File: src/rtl/proc_controller_if.sv
// Control bundle between the instruction sequencer and the register/ALU datapath.
//   run, din          : start request and instruction/immediate word (into the controller)
//   ir_load           : capture din into IR
//   rout_sel, rout_en : register index onto the bus and its enable
//   din_out, gout     : din-to-bus and G-to-bus enables
//   rin               : one-hot register write enables, R0=1000 .. R3=0001
//   ain, gin, addsub  : A-load, G-load, ALU op (0=add, 1=sub)
//   done, busy, err   : completion pulse, not-idle, illegal-instruction pulse
//   instr_count       : retired-instruction count
interface proc_controller_if #(
  parameter int unsigned CNT_W = 8
);
  logic             run;
  logic [8:0]       din;
  logic             ir_load;
  logic [2:0]       rout_sel;
  logic             rout_en;
  logic             din_out;
  logic [3:0]       rin;
  logic             ain;
  logic             gin;
  logic             gout;
  logic             addsub;
  logic             done;
  logic             busy;
  logic             err;
  logic [CNT_W-1:0] instr_count;

  // Datapath / stimulus side.
  modport master (
    output run, din,
    input  ir_load, rout_sel, rout_en, din_out, rin, ain, gin, gout, addsub,
           done, busy, err, instr_count
  );

  // Controller side.
  modport slave (
    input  run, din,
    output ir_load, rout_sel, rout_en, din_out, rin, ain, gin, gout, addsub,
           done, busy, err, instr_count
  );
endinterface

File: src/rtl/proc_controller.sv
// Multi-cycle control FSM for a small 4-register processor.
// Instruction word {op[8:6], rx[5:3], ry[2:0]}:
//   000 mv  rx <- ry          (1 execute cycle)
//   001 mvi rx <- din         (1 execute cycle, immediate presented on din in T1)
//   010 add rx <- rx + ry     (3 execute cycles)
//   011 sub rx <- rx - ry     (3 execute cycles)
// Anything else, or a register index >= 4, retires as an error with no writes.
// Ports:
//   clk    : clock, rising edge
//   resetn : asynchronous active-low reset
//   bus    : controller side of proc_controller_if (see interface header)
module proc_controller #(
  parameter int unsigned CNT_W = 8
) (
  input logic               clk,
  input logic               resetn,
  proc_controller_if.slave  bus
);

  typedef enum logic [1:0] {StIdle, StT1, StT2, StT3} state_e;

  state_e           state_q, state_d;
  logic [8:0]       ir_q;
  logic [CNT_W-1:0] cnt_q;

  logic [2:0] op, rx, ry;
  logic       illegal;
  logic [3:0] rin_rx;

  logic       ir_load;
  logic [2:0] rout_sel;
  logic       rout_en, din_out, ain, gin, gout, addsub, done, busy, err;
  logic [3:0] rin;

  assign op = ir_q[8:6];
  assign rx = ir_q[5:3];
  assign ry = ir_q[2:0];

  // mvi does not use ry, so only mv/add/sub reject ry >= 4.
  assign illegal = op[2] | rx[2] | (ry[2] & (op != 3'b001));
  assign rin_rx  = 4'b1000 >> rx[1:0];

  // Only ir_load looks at run; masking with resetn keeps it low during reset.
  assign ir_load = (state_q == StIdle) & bus.run & resetn;

  always_comb begin
    state_d  = state_q;
    rout_sel = 3'd0;
    rout_en  = 1'b0;
    din_out  = 1'b0;
    rin      = 4'b0000;
    ain      = 1'b0;
    gin      = 1'b0;
    gout     = 1'b0;
    addsub   = 1'b0;
    done     = 1'b0;
    err      = 1'b0;
    busy     = (state_q != StIdle);

    unique case (state_q)
      StIdle: begin
        if (bus.run) state_d = StT1;
      end
      StT1: begin
        state_d = StIdle;
        if (illegal) begin
          done = 1'b1;
          err  = 1'b1;
        end else begin
          unique case (op[1:0])
            2'b00: begin
              rout_en  = 1'b1;
              rout_sel = ry;
              rin      = rin_rx;
              done     = 1'b1;
            end
            2'b01: begin
              din_out = 1'b1;
              rin     = rin_rx;
              done    = 1'b1;
            end
            default: begin
              // add/sub: first operand into A
              rout_en  = 1'b1;
              rout_sel = rx;
              ain      = 1'b1;
              state_d  = StT2;
            end
          endcase
        end
      end
      StT2: begin
        rout_en  = 1'b1;
        rout_sel = ry;
        gin      = 1'b1;
        addsub   = op[0];
        state_d  = StT3;
      end
      StT3: begin
        gout    = 1'b1;
        rin     = rin_rx;
        addsub  = op[0];
        done    = 1'b1;
        state_d = StIdle;
      end
      default: state_d = StIdle;
    endcase
  end

  always_ff @(posedge clk or negedge resetn) begin
    if (!resetn) begin
      state_q <= StIdle;
      ir_q    <= 9'd0;
      cnt_q   <= '0;
    end else begin
      state_q <= state_d;
      if (state_q == StIdle && bus.run) ir_q <= bus.din;
      if (done && !err) cnt_q <= cnt_q + CNT_W'(1);
    end
  end

  assign bus.ir_load     = ir_load;
  assign bus.rout_sel    = rout_sel;
  assign bus.rout_en     = rout_en;
  assign bus.din_out     = din_out;
  assign bus.rin         = rin;
  assign bus.ain         = ain;
  assign bus.gin         = gin;
  assign bus.gout        = gout;
  assign bus.addsub      = addsub;
  assign bus.done        = done;
  assign bus.busy        = busy;
  assign bus.err         = err;
  assign bus.instr_count = cnt_q;

endmodule

File: src/flat_wrapper.sv
// flat-port wrapper written by rule: the top's interface ports become plain ports
module proc_controller_flat 
#(
  parameter int unsigned CNT_W = 8
)
  (clk, resetn, bus_run, bus_din, bus_ir_load, bus_rout_sel, bus_rout_en, bus_din_out, bus_rin, bus_ain, bus_gin, bus_gout, bus_addsub, bus_done, bus_busy, bus_err, bus_instr_count);
  proc_controller_if #(.CNT_W(CNT_W)) bus_i ();
  input logic clk;
  input logic resetn;
  input wire logic [$bits(bus_i.run)-1:0] bus_run;
  input wire logic [$bits(bus_i.din)-1:0] bus_din;
  output wire logic [$bits(bus_i.ir_load)-1:0] bus_ir_load;
  output wire logic [$bits(bus_i.rout_sel)-1:0] bus_rout_sel;
  output wire logic [$bits(bus_i.rout_en)-1:0] bus_rout_en;
  output wire logic [$bits(bus_i.din_out)-1:0] bus_din_out;
  output wire logic [$bits(bus_i.rin)-1:0] bus_rin;
  output wire logic [$bits(bus_i.ain)-1:0] bus_ain;
  output wire logic [$bits(bus_i.gin)-1:0] bus_gin;
  output wire logic [$bits(bus_i.gout)-1:0] bus_gout;
  output wire logic [$bits(bus_i.addsub)-1:0] bus_addsub;
  output wire logic [$bits(bus_i.done)-1:0] bus_done;
  output wire logic [$bits(bus_i.busy)-1:0] bus_busy;
  output wire logic [$bits(bus_i.err)-1:0] bus_err;
  output wire logic [$bits(bus_i.instr_count)-1:0] bus_instr_count;
  assign bus_i.run = bus_run;
  assign bus_i.din = bus_din;
  assign bus_ir_load = bus_i.ir_load;
  assign bus_rout_sel = bus_i.rout_sel;
  assign bus_rout_en = bus_i.rout_en;
  assign bus_din_out = bus_i.din_out;
  assign bus_rin = bus_i.rin;
  assign bus_ain = bus_i.ain;
  assign bus_gin = bus_i.gin;
  assign bus_gout = bus_i.gout;
  assign bus_addsub = bus_i.addsub;
  assign bus_done = bus_i.done;
  assign bus_busy = bus_i.busy;
  assign bus_err = bus_i.err;
  assign bus_instr_count = bus_i.instr_count;
  proc_controller #(.CNT_W(CNT_W)) u_core (.clk(clk), .resetn(resetn), .bus(bus_i));
endmodule
File: config.mk
export PLATFORM = sky130hd
export DESIGN_NAME = proc_controller_flat
export DESIGN_NICKNAME = d
export VERILOG_FILES = /design/src/rtl/proc_controller_if.sv /design/src/rtl/proc_controller.sv /design/src/flat_wrapper.sv
export SDC_FILE = /design/constraint.sdc
export NUM_CORES = 1
export LEC_CHECK = 0
export ABC_CLOCK_PERIOD_IN_PS = 2600
export BUFFER_PORTS_ARGS = -buffer_cell sky130_fd_sc_hd__buf_2
export CORE_UTILIZATION = 52
export DETAILED_ROUTE_END_ITERATION = 12
export GPL_ROUTABILITY_DRIVEN = 0
export PLACE_DENSITY = 0.81
export SLEW_MARGIN = 20
export SYNTH_ARGS = -nofsm -noshare
export SYNTH_HDL_FRONTEND = slang
export SYNTH_SLANG_ARGS = --single-unit
File: constraint.sdc
create_clock -name clk -period 2.6 [get_ports clk]
set_input_delay 0.52 -clock clk [delete_from_list [all_inputs] [get_ports clk]]
set_output_delay 0.52 -clock clk [all_outputs]
set_load 0.005 [all_outputs]
==> impl_metrics.json, run 1 <==
{
  "tns_ns": 0,
  "netlist_area_sq_mm": 0.00105,
  "fp.dieW_microns": 47.0,
  "rr_worst_depth": 5,
  "area_growth_pct": 22.6,
  "hold_violations": 0,
  "grt_setup_unrepaired": "false",
  "avgSynthCellArea_sq_um": 10.9,
  "diodes": 0,
  "numCtsBuffers": 3,
  "cp_top_family": "simple AND/OR/NAND/NOR gates",
  "stdcell_area_sq_mm": 0.00129,
  "end_kind": "output pin",
  "avgViaCountPerCell": 5.34,
  "syn_inst": 97,
  "outcome": "finished clean",
  "synth_ff_type": "dfrtp_1",
  "rrSetupSlack_ns": 0.90,
  "dp.final_hpwl_mm": 1.66,
  "grt_overflow_total": 0,
  "path_cells": "inv_1, ha_1, nor4b_2, nand2_1, o22ai_1, buf_2",
  "io_buffers": 36,
  "synth-edff-count": 0,
  "clk_pin_slew_ns": 0.10,
  "grt_start_max_net_pins": 21,
  "layout_setup_ws_ns": 0.217,
  "worst_pin_slew_ns": 0.426,
  "io_pins": 37,
  "cts-root-buf": "clkbuf_4",
  "critPathMaxStageDelay_ns": 0.42,
  "ctsLongestPathBuffers": 2,
  "synth_commonest_cells": "dfrtp_1, nand2_1, mux2_2",
  "p_leak_nw": 0.681,
  "hp-class": "in -> async",
  "drive_above_1_share_pct": 39.4,
  "start_kind": "flop",
  "yosys_warnings": 0,
  "critPathArrivalTime_ns": 1.86,
  "synth.top_cell.area_share_pct": 45.1,
  "fin_skew_ns": 0.000610,
  "yosys_register_bits": 19,
  "crit_buf_inv": 2,
  "post_cts_resize_count": 0,
  "drc_errors": 0,
  "grt_pass1_wl_mm": 3.32,
  "post-cts-setup-buffers": 0,
  "synth.area.top_cells": "dfrtp_1, mux2_2, ha_1",
  "cap_violations": 0,
  "post-route-min-period_ns": 2.38,
  "max_slew_margin_pct": 71.6,
  "drt-total-wl_mm": 2.07,
  "antenna_left": 0,
  "yosysSeqAreaShare_pct": 45.1,
  "place_area_sq_mm": 0.00126,
  "num_rows": 15,
  "ys_types": 29,
  "critPathMaxFanout": 5,
  "drt_iter0_markers": 11,
  "grt_pass1_vias": 784,
  "fin_nets": 156,
  "cts-htree-levels": 1,
  "start_util_pct": 57.9,
  "cts_tree": "yes",
  "synth_top_area_cell": "dfrtp_1",
  "vias": 865,
  "synth_nets": 115,
  "clock.fmax_mhz": 420,
  "async_reset_ff_share_pct": 100,
  "r2r_end": "u_core.bus.instr_count[1]$_DFFE_PN0P_",
  "crit_type": "reg -> out",
  "holdBufCountCts": 0,
  "clkLatencyLatePin_ns": 0.30,
  "preCtsSetupSlack_ns": 0.563,
  "ir_drop_mv": 0.671,
  "power_density_mw_per_mm2": 1090,
  "track_usage_pct": 22.2,
  "synth.most_common_cell": "dfrtp_1",
  "setup_violations": 0,
  "slew_violations": 0,
  "die_h_microns": 47.0,
  "core-area_sq_mm": 0.00182,
  "critPathRequiredTime_ns": 2.08,
  "post-route-period-util_pct": 91.7,
  "die_area_sq_mm": 0.00221,
  "antenna_found_initial": 0,
  "cts.sinks": 19,
  "wl_per_cell_microns": 12.8,
  "crit_slowest_cell": "dfrtp_1",
  "first_pass_iters": 4
}
[worst max-delay path by stage]
| stage | start | endpoint | slack [ns] | cells past startpoint |
|---|---|---|---|---|
| 2_1_floorplan | flop | bus_done | 0.79 | 5 |
| 3_3_place_gp | flop | bus_rin[0] | 0.61 | 6 |
| 3_5_place_dp | flop | bus_rin[0] | 0.56 | 6 |
| 4_1_cts | flop | bus_done | 0.22 | 6 |
| 5_1_grt | flop | bus_rout_sel[0] | 0.06 | 6 |
| 6_report | flop | bus_rout_sel[0] | 0.22 | 6 |
[registers in the layout (all words and copies together), names as in the netlist, named ones only]
| signal | cells |
|---|---|
| u_core.ir_q | 9 |
| u_core.state_q | 1 |
| u_core.bus.instr_count | 8 |
[kinds of logic after synthesis]
logic type | Yosys count | share of synthesized area (%)
flops | 19 | 45.1
buf+inv | 5 | 1.78
simple gates | 38 | 20.9
xor+xnor | 7 | 5.82
compound gates | 12 | 8.55
mux | 10 | 10.7
fa+ha+maj | 6 | 7.13
[cells in the final DEF (no fill, tap or decap), drive strengths merged, types with 4 or more instances in the layout]
master  synthesis  layout
buf             0      36
dfrtp          19      19
nand2          10      10
mux2           10      10
nor2            7       7
xor2            6       6
ha              6       6
inv             5       5
clkbuf          0       4
nor3            4       4
[routing by layer]
metal | global-route usage (%) | up-vias | wire length [microns]
met3 | 5.38 | 4 | 78
met4 | 12.0 | 0 | 34
li1 | - | 418 | -
met1 | 28.4 | 424 | 925
met2 | 34.7 | 19 | 1030
met5 | 0 | - | 0
[worst reg2reg max path: stages, from the launching register on]
cell and delay, ns:
dfrtp_1 0.39, inv_1 0.10, ha_1 0.23, and2b_4 0.19, o221ai_4 0.30, mux2_1 0.37
[power breakdown]
group	total, mW	switching, mW	leakage, nW	internal, mW
sequential	0.565	0.146	0.234	0.419
clock	0.152	0.0917	0.0150	0.0598
combinational	0.686	0.339	0.432	0.347
[cell type report]
type	count	area, sq um
multi-input combinational	73	559
fill	152	529
sequential	19	475
timing repair buffer	36	180
tap	25	31.3
clock buffer	4	26.3
inverter	5	18.8
[through the flow]
stage               hold WS (ns)  util [%]  instances  power (mW)
CTS                        0.160      70.9        162        1.41
floorplan                  0.224         -         97        1.02
finish                     0.138      70.9        162        1.40
global route               0.170      70.9        162        1.52
detailed placement         0.457      69.5        158        1.26
global placement           0.451      69.5        158        1.21
Note: power is estimated with default switching activity, not from simulation.
==> run 2, diff against run 1 <==
Settings changed: ABC_CLOCK_PERIOD_IN_PS 2600 to 2300, CORE_UTILIZATION 52 to 48, GPL_TIMING_DRIVEN set to 0, PLACE_DENSITY 0.81 to 0.75.
Clock period 2.6 ns to 2.3 ns, I/O delays scaled along.
==> run 2 against run 1 <==
Net effect:
- global-route usage is essentially flat
- sequential share of layout area shrank 1.7 points
- count of clock-buffer cells in the layout shrank 1
- non-clock buffer count grew 2
- flip-flop and latch count is the same
- die area grew 8.0%
- worst hold slack lost 0.070 ns
- utilization shrank 4.0 points
- combinational power grew 24%
==> impl_metrics.json, run 2 (synthesis results as in run 1) <==
{
  "first_pass_iters": 4,
  "hp-class": "in -> async",
  "final_cell_mix": "buf_2, dfrtp_1, nand2_1, mux2_2, nor2_1",
  "power_density_mw_per_mm2": 1250,
  "start_util_pct": 52.1,
  "fp.dieW_microns": 48.9,
  "critPathArrivalTime_ns": 1.74,
  "area_growth_pct": 28.4,
  "antenna_found_initial": 0,
  "cts-root-buf": "clkbuf_4",
  "slew_violations": 0,
  "clk_pin_slew_ns": 0.11,
  "avgViaCountPerCell": 5.25,
  "cts-htree-levels": 1,
  "clkLatencyLatePin_ns": 0.31,
  "path_cells": "inv_2, ha_4, o21ai_1, o21ai_0, or3_1, buf_2",
  "end_kind": "output pin",
  "regMostFlops": "u_core.ir_q",
  "io_pins": 37,
  "drive_above_1_share_pct": 44.6,
  "outcome": "finished clean",
  "max_slew_margin_pct": 70.9,
  "place_area_sq_mm": 0.00127,
  "crit_buf_inv": 2,
  "cts_tree": "yes",
  "dp.final_hpwl_mm": 1.63,
  "worst_pin_slew_ns": 0.436,
  "track_usage_pct": 22.2,
  "setup_violations": 0,
  "final_cells": 166,
  "ctsLongestPathBuffers": 2,
  "cts.sinks": 19,
  "critPathMaxStageDelay_ns": 0.42,
  "die_area_sq_mm": 0.00239,
  "p_leak_nw": 0.705,
  "fin_nets": 158,
  "critPathRequiredTime_ns": 1.84,
  "grt_start_max_net_pins": 21,
  "grt_pass1_vias": 878,
  "post-route-period-util_pct": 95.7,
  "drc_errors": 0,
  "stdcell_area_sq_mm": 0.00135,
  "grt_pass1_wl_mm": 4.00,
  "core-area_sq_mm": 0.00202,
  "crit_type": "reg -> out",
  "grt_setup_unrepaired": "false",
  "layout_commonest_cell": "buf_2",
  "wl_per_cell_microns": 13.9,
  "fin_skew_ns": 0.00271,
  "numCtsBuffers": 3,
  "die_h_microns": 48.9,
  "cap_violations": 0,
  "whs_ns": 0.0686,
  "ir_drop_mv": 0.627,
  "drt-total-wl_mm": 2.31,
  "crit_slowest_cell": "dfrtp_1",
  "hold_violations": 0,
  "diodes": 0,
  "clock.fmax_mhz": 454,
  "cp_top_family": "flip-flops",
  "post-route-min-period_ns": 2.20,
  "critPathMaxFanout": 5,
  "drt_iter0_markers": 8,
  "num_rows": 16,
  "start_kind": "flop",
  "antenna_left": 0,
  "grt_overflow_total": 0,
  "dp_cells": 160,
  "largest_reg_flops": 9,
  "holdBufCountCts": 0,
  "vias": 872,
  "p_total_mw": 1.68,
  "io_buffers": 36
}
-- run 2: repair_timing --
item / CTS / global route
setup endpoints to repair: 3 / 7
cloned: 0 / 0
setup buffers: 0 / 2
resized for setup: 3 / 5
-- run 2: area by class of cell --
class                   count  area (sq um)
fillers                   175           669
multi-input cells          73           602
flip-flops and latches     19           475
repair buffers             38           195
well taps                  27          33.8
clock buffers               3          22.5
inverters                   5          18.8
clock inverters             1          5.00
-- run 2: routing by layer --
layer	track usage [%]	vias up	share of wire [%]
met3	4.36	5	5.1
met1	25.8	415	41
met5	0	-	0
met4	8.82	0	1.7
li1	-	423	-
met2	39.8	29	52
-- run 2: metrics by stage --
stage / setup TNS, ns / util (%) / setup WS [ns]
6_report: 0 / 66.9 / 0.0994
5_1_grt: 0 / 66.9 / 0.000853
4_1_cts: -0.00526 / 65.2 / -0.00526
3_5_place_dp: 0 / 62.7 / 0.263
3_3_place_gp: 0 / 62.7 / 0.308
2_1_floorplan: 0 / - / 0.546
-- run 2: path summary, 6_finish.rpt --
| kind | startpoint | to | slack (ns) | cells past startpoint |
|---|---|---|---|---|
| worst max-delay path | flop | bus_done | 0.1 | 6 |
| worst min-delay path | resetn | u_core.ir_q[0]$_DFFE_PN0P_ | 0.07 | 1 |
| worst max register to register | u_core.state_q[0]$_DFFE_PN0P_ | u_core.ir_q[1]$_DFFE_PN0P_ | 0.66 | 4 |
| worst min register to register | u_core.bus.instr_count[7]$_DFFE_PN0P_ | u_core.bus.instr_count[7]$_DFFE_PN0P_ | 0.47 | 1 |
| max in group asynchronous | resetn | u_core.ir_q[1]$_DFFE_PN0P_ | 1.93 | 1 |
| min in group clk | bus_din[8] | u_core.ir_q[8]$_DFFE_PN0P_ | 0.37 | 2 |
-- run 2: where the power goes --
group          switching, mW  internal, mW  leakage, nW
Clock                  0.113        0.0651       0.0177
Sequential             0.184         0.473        0.234
Combinational          0.417         0.433        0.453
Total                  0.714         0.971        0.705
